--- src/rtl/fifo_key_pkg.sv ---
// Shared types and default timing constants for the FIFO key/switch input stage.
package fifo_key_pkg;

  typedef enum logic [1:0] {
    IDLE        = 2'd0,
    DEB_PRESS   = 2'd1,
    PRESSED     = 2'd2,
    DEB_RELEASE = 2'd3
  } key_state_t;

  localparam int DEF_WIDTH         = 4;
  localparam int DEF_DEB_LIMIT     = 1000000;   // 20 ms at 50 MHz
  localparam int DEF_DEB_CNT_W     = 20;
  localparam int DEF_REPEAT_DELAY  = 25000000;
  localparam int DEF_REPEAT_PERIOD = 5000000;

  function automatic int max_int(input int a, input int b);
    return (a > b) ? a : b;
  endfunction

endpackage

--- src/rtl/key_debounce.sv ---
// One push-button: 2-flop synchroniser, debounce FSM and a one-cycle accept pulse.
// KEY_AUTOREPEAT_EN adds auto-repeat pulses while the key stays held.
module key_debounce
  import fifo_key_pkg::*;
#(
  parameter int DEB_LIMIT     = DEF_DEB_LIMIT,
  parameter int DEB_CNT_W     = DEF_DEB_CNT_W,
  parameter int REPEAT_DELAY  = DEF_REPEAT_DELAY,
  parameter int REPEAT_PERIOD = DEF_REPEAT_PERIOD
) (
  input  logic clock,
  input  logic reset,
  input  logic key_n,
  output logic pulse
);

  localparam logic [DEB_CNT_W-1:0] CNT_MAX = DEB_CNT_W'(DEB_LIMIT - 1);

  logic key_s1, key_s2;
  logic pressed;
  key_state_t state, state_d;
  logic [DEB_CNT_W-1:0] cnt_q, cnt_d;
  logic acc_pulse;

  // Sync flops reset to 1 so a key held through reset is seen as a fresh press.
  always_ff @(posedge clock or posedge reset) begin
    if (reset) begin
      key_s1 <= 1'b1;
      key_s2 <= 1'b1;
    end else begin
      key_s1 <= key_n;
      key_s2 <= key_s1;
    end
  end

  assign pressed = ~key_s2;

  always_ff @(posedge clock or posedge reset) begin
    if (reset) begin
      state <= IDLE;
      cnt_q <= '0;
    end else begin
      state <= state_d;
      cnt_q <= cnt_d;
    end
  end

  always_comb begin
    state_d   = state;
    cnt_d     = cnt_q;
    acc_pulse = 1'b0;
    case (state)
      IDLE: begin
        if (pressed) begin
          state_d = DEB_PRESS;
          cnt_d   = '0;
        end
      end
      DEB_PRESS: begin
        if (!pressed) begin
          state_d = IDLE;
        end else if (cnt_q == CNT_MAX) begin
          state_d   = PRESSED;
          acc_pulse = 1'b1;
        end else begin
          cnt_d = cnt_q + 1'b1;
        end
      end
      PRESSED: begin
        if (!pressed) begin
          state_d = DEB_RELEASE;
          cnt_d   = '0;
        end
      end
      DEB_RELEASE: begin
        if (pressed) begin
          state_d = PRESSED;
        end else if (cnt_q == CNT_MAX) begin
          state_d = IDLE;
        end else begin
          cnt_d = cnt_q + 1'b1;
        end
      end
      default: state_d = IDLE;
    endcase
  end

`ifdef KEY_AUTOREPEAT_EN
  localparam int REP_W = $clog2(max_int(REPEAT_DELAY, REPEAT_PERIOD) + 1);

  logic [REP_W-1:0] rep_q;
  logic rep_armed_q;
  logic rep_pulse;

  // First repeat after REPEAT_DELAY held cycles, later ones every REPEAT_PERIOD.
  always_comb begin
    rep_pulse = 1'b0;
    if (state == PRESSED && pressed) begin
      if (rep_armed_q) rep_pulse = (rep_q == REP_W'(REPEAT_PERIOD - 1));
      else             rep_pulse = (rep_q == REP_W'(REPEAT_DELAY - 1));
    end
  end

  always_ff @(posedge clock or posedge reset) begin
    if (reset) begin
      rep_q       <= '0;
      rep_armed_q <= 1'b0;
    end else if (state != PRESSED || !pressed) begin
      rep_q       <= '0;
      rep_armed_q <= 1'b0;
    end else if (rep_pulse) begin
      rep_q       <= '0;
      rep_armed_q <= 1'b1;
    end else begin
      rep_q <= rep_q + 1'b1;
    end
  end

  assign pulse = acc_pulse | rep_pulse;
`else
  assign pulse = acc_pulse;
`endif

endmodule

--- src/rtl/fifo_key_ctrl.sv ---
// FIFO input stage: debounced read/write strobes, switch capture, full/empty gating and drop flag.
// Define KEY_AUTOREPEAT_EN to enable auto-repeat on held keys.
module fifo_key_ctrl
  import fifo_key_pkg::*;
#(
  parameter int WIDTH         = DEF_WIDTH,
  parameter int DEB_LIMIT     = DEF_DEB_LIMIT,
  parameter int DEB_CNT_W     = DEF_DEB_CNT_W,
  parameter int REPEAT_DELAY  = DEF_REPEAT_DELAY,
  parameter int REPEAT_PERIOD = DEF_REPEAT_PERIOD
) (
  input  logic             clock,
  input  logic             reset,
  input  logic             key_read_n,
  input  logic             key_write_n,
  input  logic [WIDTH-1:0] sw_in,
  input  logic             fifo_full,
  input  logic             fifo_empty,
  output logic             read,
  output logic             write,
  output logic [WIDTH-1:0] fifo_in,
  output logic             drop
);

  logic rpulse, wpulse;
  logic [WIDTH-1:0] sw_s1, sw_s2;
  logic wr_ok, rd_ok;

  key_debounce #(
    .DEB_LIMIT    (DEB_LIMIT),
    .DEB_CNT_W    (DEB_CNT_W),
    .REPEAT_DELAY (REPEAT_DELAY),
    .REPEAT_PERIOD(REPEAT_PERIOD)
  ) u_rd_key (
    .clock(clock),
    .reset(reset),
    .key_n(key_read_n),
    .pulse(rpulse)
  );

  key_debounce #(
    .DEB_LIMIT    (DEB_LIMIT),
    .DEB_CNT_W    (DEB_CNT_W),
    .REPEAT_DELAY (REPEAT_DELAY),
    .REPEAT_PERIOD(REPEAT_PERIOD)
  ) u_wr_key (
    .clock(clock),
    .reset(reset),
    .key_n(key_write_n),
    .pulse(wpulse)
  );

  always_ff @(posedge clock or posedge reset) begin
    if (reset) begin
      sw_s1 <= '0;
      sw_s2 <= '0;
    end else begin
      sw_s1 <= sw_in;
      sw_s2 <= sw_s1;
    end
  end

  // Flags are sampled in the pulse cycle; each strobe is gated independently.
  assign wr_ok = wpulse & ~fifo_full;
  assign rd_ok = rpulse & ~fifo_empty;

  always_ff @(posedge clock or posedge reset) begin
    if (reset) begin
      read    <= 1'b0;
      write   <= 1'b0;
      drop    <= 1'b0;
      fifo_in <= '0;
    end else begin
      write <= wr_ok;
      read  <= rd_ok;
      drop  <= (wpulse & fifo_full) | (rpulse & fifo_empty);
      if (wr_ok) fifo_in <= sw_s2;
    end
  end

endmodule
--- config.mk ---
export PLATFORM = sky130hd
export DESIGN_NAME = fifo_key_ctrl
export DESIGN_NICKNAME = d
export VERILOG_FILES = /design/src/rtl/fifo_key_pkg.sv /design/src/rtl/key_debounce.sv /design/src/rtl/fifo_key_ctrl.sv
export SDC_FILE = /design/constraint.sdc
export NUM_CORES = 1
export LEC_CHECK = 0
export ABC_CLOCK_PERIOD_IN_PS = 4900
export BUFFER_PORTS_ARGS = -buffer_cell sky130_fd_sc_hd__buf_2
export CAP_MARGIN = 0
export CORE_MARGIN = 2
export CORE_UTILIZATION = 55
export DETAILED_ROUTE_END_ITERATION = 8
export PLACE_DENSITY = 0.73
export RECOVER_POWER = 50
export SYNTH_ARGS = -nofsm -noshare
export SYNTH_HDL_FRONTEND = slang
export SYNTH_HIERARCHICAL = 1
export SYNTH_SLANG_ARGS = --single-unit
--- constraint.sdc ---
create_clock -name clock -period 4.9 [get_ports clock]
set_input_delay 0.49 -clock clock [delete_from_list [all_inputs] [get_ports clock]]
set_output_delay 0.49 -clock clock [all_outputs]
set_load 0.005 [all_outputs]
==> results of run 1 <==
[flip-flops by register name, indices dropped and copies added, names as in the netlist, named ones only]
signal	flops
u_wr_key/key_s1	1
read	1
u_rd_key/key_s1	1
u_wr_key/state	1
u_rd_key/state	1
u_wr_key/key_s2	1
u_rd_key/cnt_q	20
sw_s1	4
write	1
fifo_in	4
u_rd_key/key_s2	1
u_wr_key/cnt_q	20
sw_s2	4
drop	1
[metrics by stage]
stage | worst slack, ps | util [%] | hold slack, ps | cell area [sq um] | power, mW
final | 2440 | 62.0 | 199 | 3390 | 1.07
after detailed placement | 2450 | 58.3 | 335 | 3190 | 0.623
after floorplan | 2690 | - | 331 | 3090 | 0.606
after global placement | 2510 | 58.3 | 334 | 3190 | 0.621
after global routing | 2220 | 62.0 | 224 | 3390 | 1.12
after CTS | 2430 | 62.0 | 211 | 3400 | 1.08
[per-layer routing]
| layer | global-route usage, % | share of wire [%] |
|---|---|---|
| met1 | 33.5 | 51 |
| met2 | 29.9 | 44 |
| met3 | 4.77 | 4.3 |
| met4 | 7.24 | 0.91 |
| met5 | 0 | 0 |
[cells in the final DEF (no fill, tap or decap), types with 4 or more instances in the layout]
master	instances
sky130_fd_sc_hd__dfstp_2	4
sky130_fd_sc_hd__nor4_1	4
sky130_fd_sc_hd__xnor2_1	8
sky130_fd_sc_hd__nand2b_1	4
sky130_fd_sc_hd__o31ai_1	6
sky130_fd_sc_hd__clkbuf_8	9
sky130_fd_sc_hd__xor2_1	6
sky130_fd_sc_hd__or4_2	6
sky130_fd_sc_hd__a31oi_1	16
sky130_fd_sc_hd__nand3_1	22
sky130_fd_sc_hd__nor2_1	18
sky130_fd_sc_hd__and3_1	6
sky130_fd_sc_hd__buf_2	15
sky130_fd_sc_hd__a22o_2	7
sky130_fd_sc_hd__inv_1	7
sky130_fd_sc_hd__nor4b_1	4
sky130_fd_sc_hd__a21oi_1	8
sky130_fd_sc_hd__mux2_4	4
sky130_fd_sc_hd__nand4_1	8
sky130_fd_sc_hd__o21ai_2	4
sky130_fd_sc_hd__nand2_1	28
sky130_fd_sc_hd__o21ai_0	6
sky130_fd_sc_hd__dfrtp_1	59
sky130_fd_sc_hd__inv_6	5
sky130_fd_sc_hd__nor4bb_1	4
[power breakdown]
group / total, mW / switching [mW] / leakage, nW / internal [mW]
clock: 0.455 / 0.215 / 0.0968 / 0.241
combinational: 0.0546 / 0.0354 / 0.512 / 0.0192
sequential: 0.558 / 0.0188 / 0.837 / 0.540
[worst register-to-register path, cell delays in order, from the launching register on]
cell	delay (ps)
sky130_fd_sc_hd__dfrtp_1	420
sky130_fd_sc_hd__or4b_1	550
sky130_fd_sc_hd__nor4_1	290
sky130_fd_sc_hd__a31oi_1	460
sky130_fd_sc_hd__and3_1	340
sky130_fd_sc_hd__a221o_2	290
[final cells by class]
class / count / area share [%]
Sequential cell: 63 / 46.6
Inverter: 9 / 1.29
Tap cell: 72 / 2.65
Clock inverter: 7 / 2.36
Multi-Input combinational cell: 209 / 40.9
Timing Repair Buffer: 17 / 2.54
Clock buffer: 9 / 3.65
[kinds of logic (layout without fill, tap and decap cells)]
kind of cell / count (synthesis) / after routing / synth area share [%]
xor+xnor: 14 / 14 / 3.97
mux: 6 / 6 / 2.68
simple gates: 126 / 126 / 23.4
flops: 63 / 63 / 51.3
compound gates: 61 / 61 / 14.2
buf+inv: 20 / 42 / 3.73
fa+ha+maj: 2 / 2 / 0.811
[synthesized netlist by cell type (all sizes together) (6+ instances only)]
cell type and count:
a22o 7, nand4 8, a31oi 16, buf 7, xor2 6, dfrtp 59, xnor2 8, a21oi 10
or4 8, inv 9, nand2 28, o31ai 6, nor2 18, nand3 22, o21ai 12, and3 8
mux2 6
[how the worst max path moves through the flow]
stage	startpoint	slack (ps)	to
floorplan	u_wr_key/cnt_q[8]$_DFFE_PP0P_	2690	fifo_in[0]$_DFFE_PP0P_
global placement	u_rd_key/cnt_q[8]$_DFFE_PP0P_	2510	u_rd_key/cnt_q[19]$_DFFE_PP0P_
detailed placement	u_rd_key/cnt_q[8]$_DFFE_PP0P_	2450	u_rd_key/cnt_q[13]$_DFFE_PP0P_
CTS	u_rd_key/cnt_q[8]$_DFFE_PP0P_	2430	u_rd_key/cnt_q[13]$_DFFE_PP0P_
global route	u_wr_key/cnt_q[0]$_DFFE_PP0P_	2220	fifo_in[0]$_DFFE_PP0P_
finish	u_rd_key/cnt_q[8]$_DFFE_PP0P_	2440	u_rd_key/cnt_q[13]$_DFFE_PP0P_
==> results.cfg, run 1 <==
[outcome]
status = finished clean

[critical_path]
cp_max_delay_cell = sky130_fd_sc_hd__or4b_1
timing.reg2reg.setup_slack_ps = 2440
max_stage_delay_ps = 550
worst-path-max-fanout = 16
crit_path_end_kind = flip-flop
worstSetupPathDepth = 5
crit_chain = or4b_1 > nor4_1 > a31oi_1 > and3_1 > a221o_2
critical_path.reg2reg.endpoint = u_rd_key/cnt_q[13]$_DFFE_PP0P_
worstPathRequired_ps = 5120
setup.worst_path.start_class = flip-flop
critical_path_buf_inv_count = 0
timing_worst_setup_path_type = flip-flop to flip-flop
rr_worst_depth = 5
cp_data_arrival_time_ps = 2680
timing.rr.start = u_rd_key/cnt_q[8]$_DFFE_PP0P_
timing.critical_path.max_delay_family = simple AND/OR/NAND/NOR gates

[grt]
grt_max_degree = 25
grt_pass1_vias = 2151
grt-ovfl-total = 0
grt_first_pass_wirelength_mm = 10.5
antenna_found_initial = 0
grt.total_usage_pct = 21.6

[floorplan]
floorplan.die.width_um = 78.9
core-area_sq_um = 5470
floorplan.initialDensity_pct = 56.4
die_y_um = 78.9
rows = 27
design.die.area_sq_um = 6230
design.portCount = 17

[cts]
clock_insertion_delay_worst_skew_ps = 330
holdBufCountCts = 0
max-clock-path-buffers = 2
cts_resized = 0
cts_setup_buffers = 0
htreeDepth = 3
cts_made_buffers = 9
clock_sinks = 63
clockRootBuffer = sky130_fd_sc_hd__clkbuf_8
tritoncts = built
clk_pin_slew_worst_paths_ps = 80

[place]
dpl.hpwl_mm = 4.10
placed_cell_count = 370
gp_congestion = 0.839
port_buffers = 16

[final_layout]
fin_nets = 321
multiInputGateArea_sq_um = 1390
drive_above_1_share_pct = 22.9
finalNonFillerCells = 386
fillCellCount = 459
layout_area_growth_over_synthesis_pct = 10.0
register_area_sq_um = 1580
insertedDiodeCount = 0

[power_and_ir_drop]
power_leakage_nw = 1.45
vdd_drop_max_uv = 179
power-per-cell-area_nw_per_um2 = 315

[timing]
grt_setup_unrepaired = no
timing_hold_violations_final = 0
report.final.setup_viol = 0
period_share_pct = 50.2
timing.max_slew.rel_slack_pct = 23.0
setup_tns_ps = 0
clock-skew-final_ps = 9.68
worstMarginPinSlew_ps = 1150
max_clock_freq_mhz = 407
maxSlewViolCount = 0
period_minus_slack_ps = 2460

[detailed_routing]
drt_wl_total_mm = 5.85
wl_per_cell_um = 15.1
antenna_violating_nets_post_route = 0
drtPass1Iterations = 4
detail_route.drc_violations = 0
route.vias.total = 2293
route.detailed.vias_per_inst = 5.94
drt-initial-drc-count = 139

[synth]
syn_nets = 304
syn-mean-instance-area_sq_um = 10.6
yosysWarnings = 6
synth_top_area_share_pct = 47.9
synth_enable_flop_cells = 0
seq_area_frac_synth_pct = 51.3
synthesis.instances = 292
yosysTopAreaCell = sky130_fd_sc_hd__dfrtp_1
synth_seq_cells = 63
synth_area_leaders = sky130_fd_sc_hd__dfrtp_1 (48%), sky130_fd_sc_hd__nand3_1 (3.6%), sky130_fd_sc_hd__dfstp_2 (3.4%)
synth_top_flop_cell = sky130_fd_sc_hd__dfrtp_1
synthesis.area_sq_um = 3090
async_set_or_reset_flop_fraction_in_the_synthesized_netlist_pct = 100
post_synth_num_cell_types = 47

[job]
maxCapViolCount = 0

[min_path]
timing.hold.worst.class = input pin to async pin
Power figures use the tool's default switching activity.
==> inputs of run 2 (changes only) <==
Settings changed: ABC_CLOCK_PERIOD_IN_PS 4900 to 2000, CORE_UTILIZATION 55 to 54, PLACE_DENSITY 0.73 to 0.75.
Clock period 4.9 ns to 2 ns, I/O delays scaled along.
==> run 2 against run 1 <==
Effect of this change:
- the run now ends with setup timing left
- worst setup slack lost 2700 ps
- sequential power up 150%
- worst hold slack got worse by 180 ps
- count of clock-buffer cells in the layout up 1
- die area is 1.8% higher
- global-route usage increased by 6.2 points
- cell area increased by 28%
- combinational power rose to 5.6 times the previous value
- critical path type unchanged
- highest routed layer unchanged
==> results.cfg, run 2 (same netlist as run 1, synthesis figures left out) <==
[critical_path]
worstPathRequired_ps = 2230
rr_worst_depth = 6
worst-path-max-fanout = 5
max_stage_delay_ps = 560
timing.reg2reg.setup_slack_ps = -300
timing.rr.start = u_wr_key/cnt_q[8]$_DFFE_PP0P_
setup.worst_path.start_class = flip-flop
timing.critical_path.to = fifo_in[2]$_DFFE_PP0P_
crit_chain = or4b_4 > nor4_4 > nand4_1 > nor3_2 > nor2b_4 > mux2_4
crit_path_end_kind = flip-flop
cp_data_arrival_time_ps = 2530
timing_worst_setup_path_type = flip-flop to flip-flop
cp_max_delay_cell = sky130_fd_sc_hd__or4b_4
critical_path.reg2reg.endpoint = fifo_in[2]$_DFFE_PP0P_
crit_path_start = u_wr_key/cnt_q[8]$_DFFE_PP0P_

[outcome]
status = finished with violations
violations = setup timing

[grt]
grt_max_degree = 25
grt_pass1_vias = 2793
antenna_found_initial = 0
grt.total_usage_pct = 27.8
grt-ovfl-total = 0
grt_first_pass_wirelength_mm = 13.5

[final_layout]
final_common_cell = sky130_fd_sc_hd__dfrtp_1
fillCellCount = 282
fin_nets = 394
insertedDiodeCount = 0
drive_above_1_share_pct = 45.5
largestRegisters = u_rd_key/cnt_q x20, u_wr_key/cnt_q x20
final_cell_mix = sky130_fd_sc_hd__dfrtp_1 (58), sky130_fd_sc_hd__buf_4 (51), sky130_fd_sc_hd__nand2_1 (26), sky130_fd_sc_hd__nand3_1 (18), sky130_fd_sc_hd__buf_2 (16)
final_standard_cell_utilization_of_the_core_pct = 78.9
layout_area_growth_over_synthesis_pct = 40.9

[place]
port_buffers = 16
gp_congestion = 0.891
dpl.hpwl_mm = 4.95

[min_path]
timing.hold.worst.class = input pin to flip-flop
hold_path_depth = 2

[detailed_routing]
drt_wl_total_mm = 9.19
drt-initial-drc-count = 356
detail_route.drc_violations = 0
route.vias.total = 2912
drtPass1Iterations = 5
antenna_violating_nets_post_route = 0
route.detailed.vias_per_inst = 6.34
wl_per_cell_um = 20.0

[timing]
worstMarginPinSlew_ps = 824
clock-skew-final_ps = 9.89
setup_tns_ps = -3310
fin_worst_hold_slack_ps = 20.6
final_critical_path_setup_slack_ps = -296
period_share_pct = 115
maxSlewViolCount = 0
grt_setup_unrepaired = yes
timing_hold_violations_final = 0
period_minus_slack_ps = 2300
report.final.setup_viol = 31
timing.max_slew.rel_slack_pct = 44.3
max_clock_freq_mhz = 436

[cts]
max-clock-path-buffers = 2
htreeDepth = 3
clk_pin_slew_worst_paths_ps = 70
clockRootBuffer = sky130_fd_sc_hd__clkbuf_8
clock_sinks = 63
cts_made_buffers = 9
tritoncts = built
clock_insertion_delay_worst_skew_ps = 350

[power_and_ir_drop]
share_clk_of_total_power_pct = 37.8
comb_power_share_pct = 11.2
switching_share_pct = 27.7
internal_mw = 1.96
power_leakage_nw = 1.95
net-switching-power_mw = 0.752
total_power_mw = 2.71
p_seq_share_pct = 50.9
vdd_drop_max_uv = 515
power-per-cell-area_nw_per_um2 = 624

[floorplan]
core-area_sq_um = 5510
design.portCount = 17
die_y_um = 79.6
design.die.area_sq_um = 6330
floorplan.initialDensity_pct = 56.0
rows = 27
floorplan.die.width_um = 79.6

[job]
maxCapViolCount = 0
## run 2: cell types whose count changed in the layout (fill, tap and decap cells not counted), sizes merged
cell         before  now
buf              16   80
clkbuf           10   13
dlygate4sd3       0    7
inv              12   11
clkinv            1    3
clkinvlp          2    1
bufinv            1    0
## run 2: layout make-up
cell class | instances | area [sq um] | area share, %
multi-input cells | 209 | 1740 | 40.1
flip-flops and latches | 63 | 1580 | 36.4
repair buffers | 90 | 702 | 16.1
clock buffers | 10 | 138 | 3.17
well taps | 72 | 90.1 | 2.07
inverters | 9 | 46.3 | 1.07
clock inverters | 6 | 43.8 | 1.01
## run 2: through the flow
step	cells	cell area, sq um	worst slack (ps)
5_1_grt	459	4350	-387
3_5_place_dp	425	3640	-258
6_report	459	4350	-296
4_1_cts	454	4110	-234
3_3_place_gp	425	3640	-166
2_1_floorplan	292	3110	-88.3
## run 2: what timing repair did
| action | CTS | global route |
|---|---|---|
| hold endpoints to repair | 65 | 0 |
| hold buffers | 7 | 0 |
| setup buffers | 4 | 7 |
| gates cloned | 2 | 0 |
| endpoints found under the setup margin | 32 | 38 |
| pin swaps | 20 | 16 |
| resized for setup | 32 | 39 |
## run 2: power by group through the flow
stage | logic, mW | registers (mW) | clock network [mW]
2_1_floorplan | 0.107 | 1.38 | 0
3_3_place_gp | 0.191 | 1.38 | 0
3_5_place_dp | 0.198 | 1.38 | 0
4_1_cts | 0.233 | 1.36 | 1.04
5_1_grt | 0.327 | 1.39 | 1.09
6_report | 0.305 | 1.38 | 1.03
## run 2: worst min-delay path by stage
stage / start / end / slack (ps)
6_report: fifo_empty / read$_DFF_PP0_ / 20
3_5_place_dp: reset / async pin / 290
3_3_place_gp: reset / read$_DFF_PP0_ / 280
5_1_grt: fifo_empty / read$_DFF_PP0_ / 20
2_1_floorplan: reset / drop$_DFF_PP0_ / 100
4_1_cts: fifo_empty / read$_DFF_PP0_ / 10
## run 2: critical path: cells and delay by family, from the launching register on
family        cells  cell delay (ps)
simple gates      5             1470
flops             1              380
mux               1              330
## run 2: per-layer routing
metal  track usage (%)  part of all wire (%)
met4              9.83                   2.9
met5                 0                     0
met1              35.7                    40
met3              6.79                   7.0
met2              45.7                    50
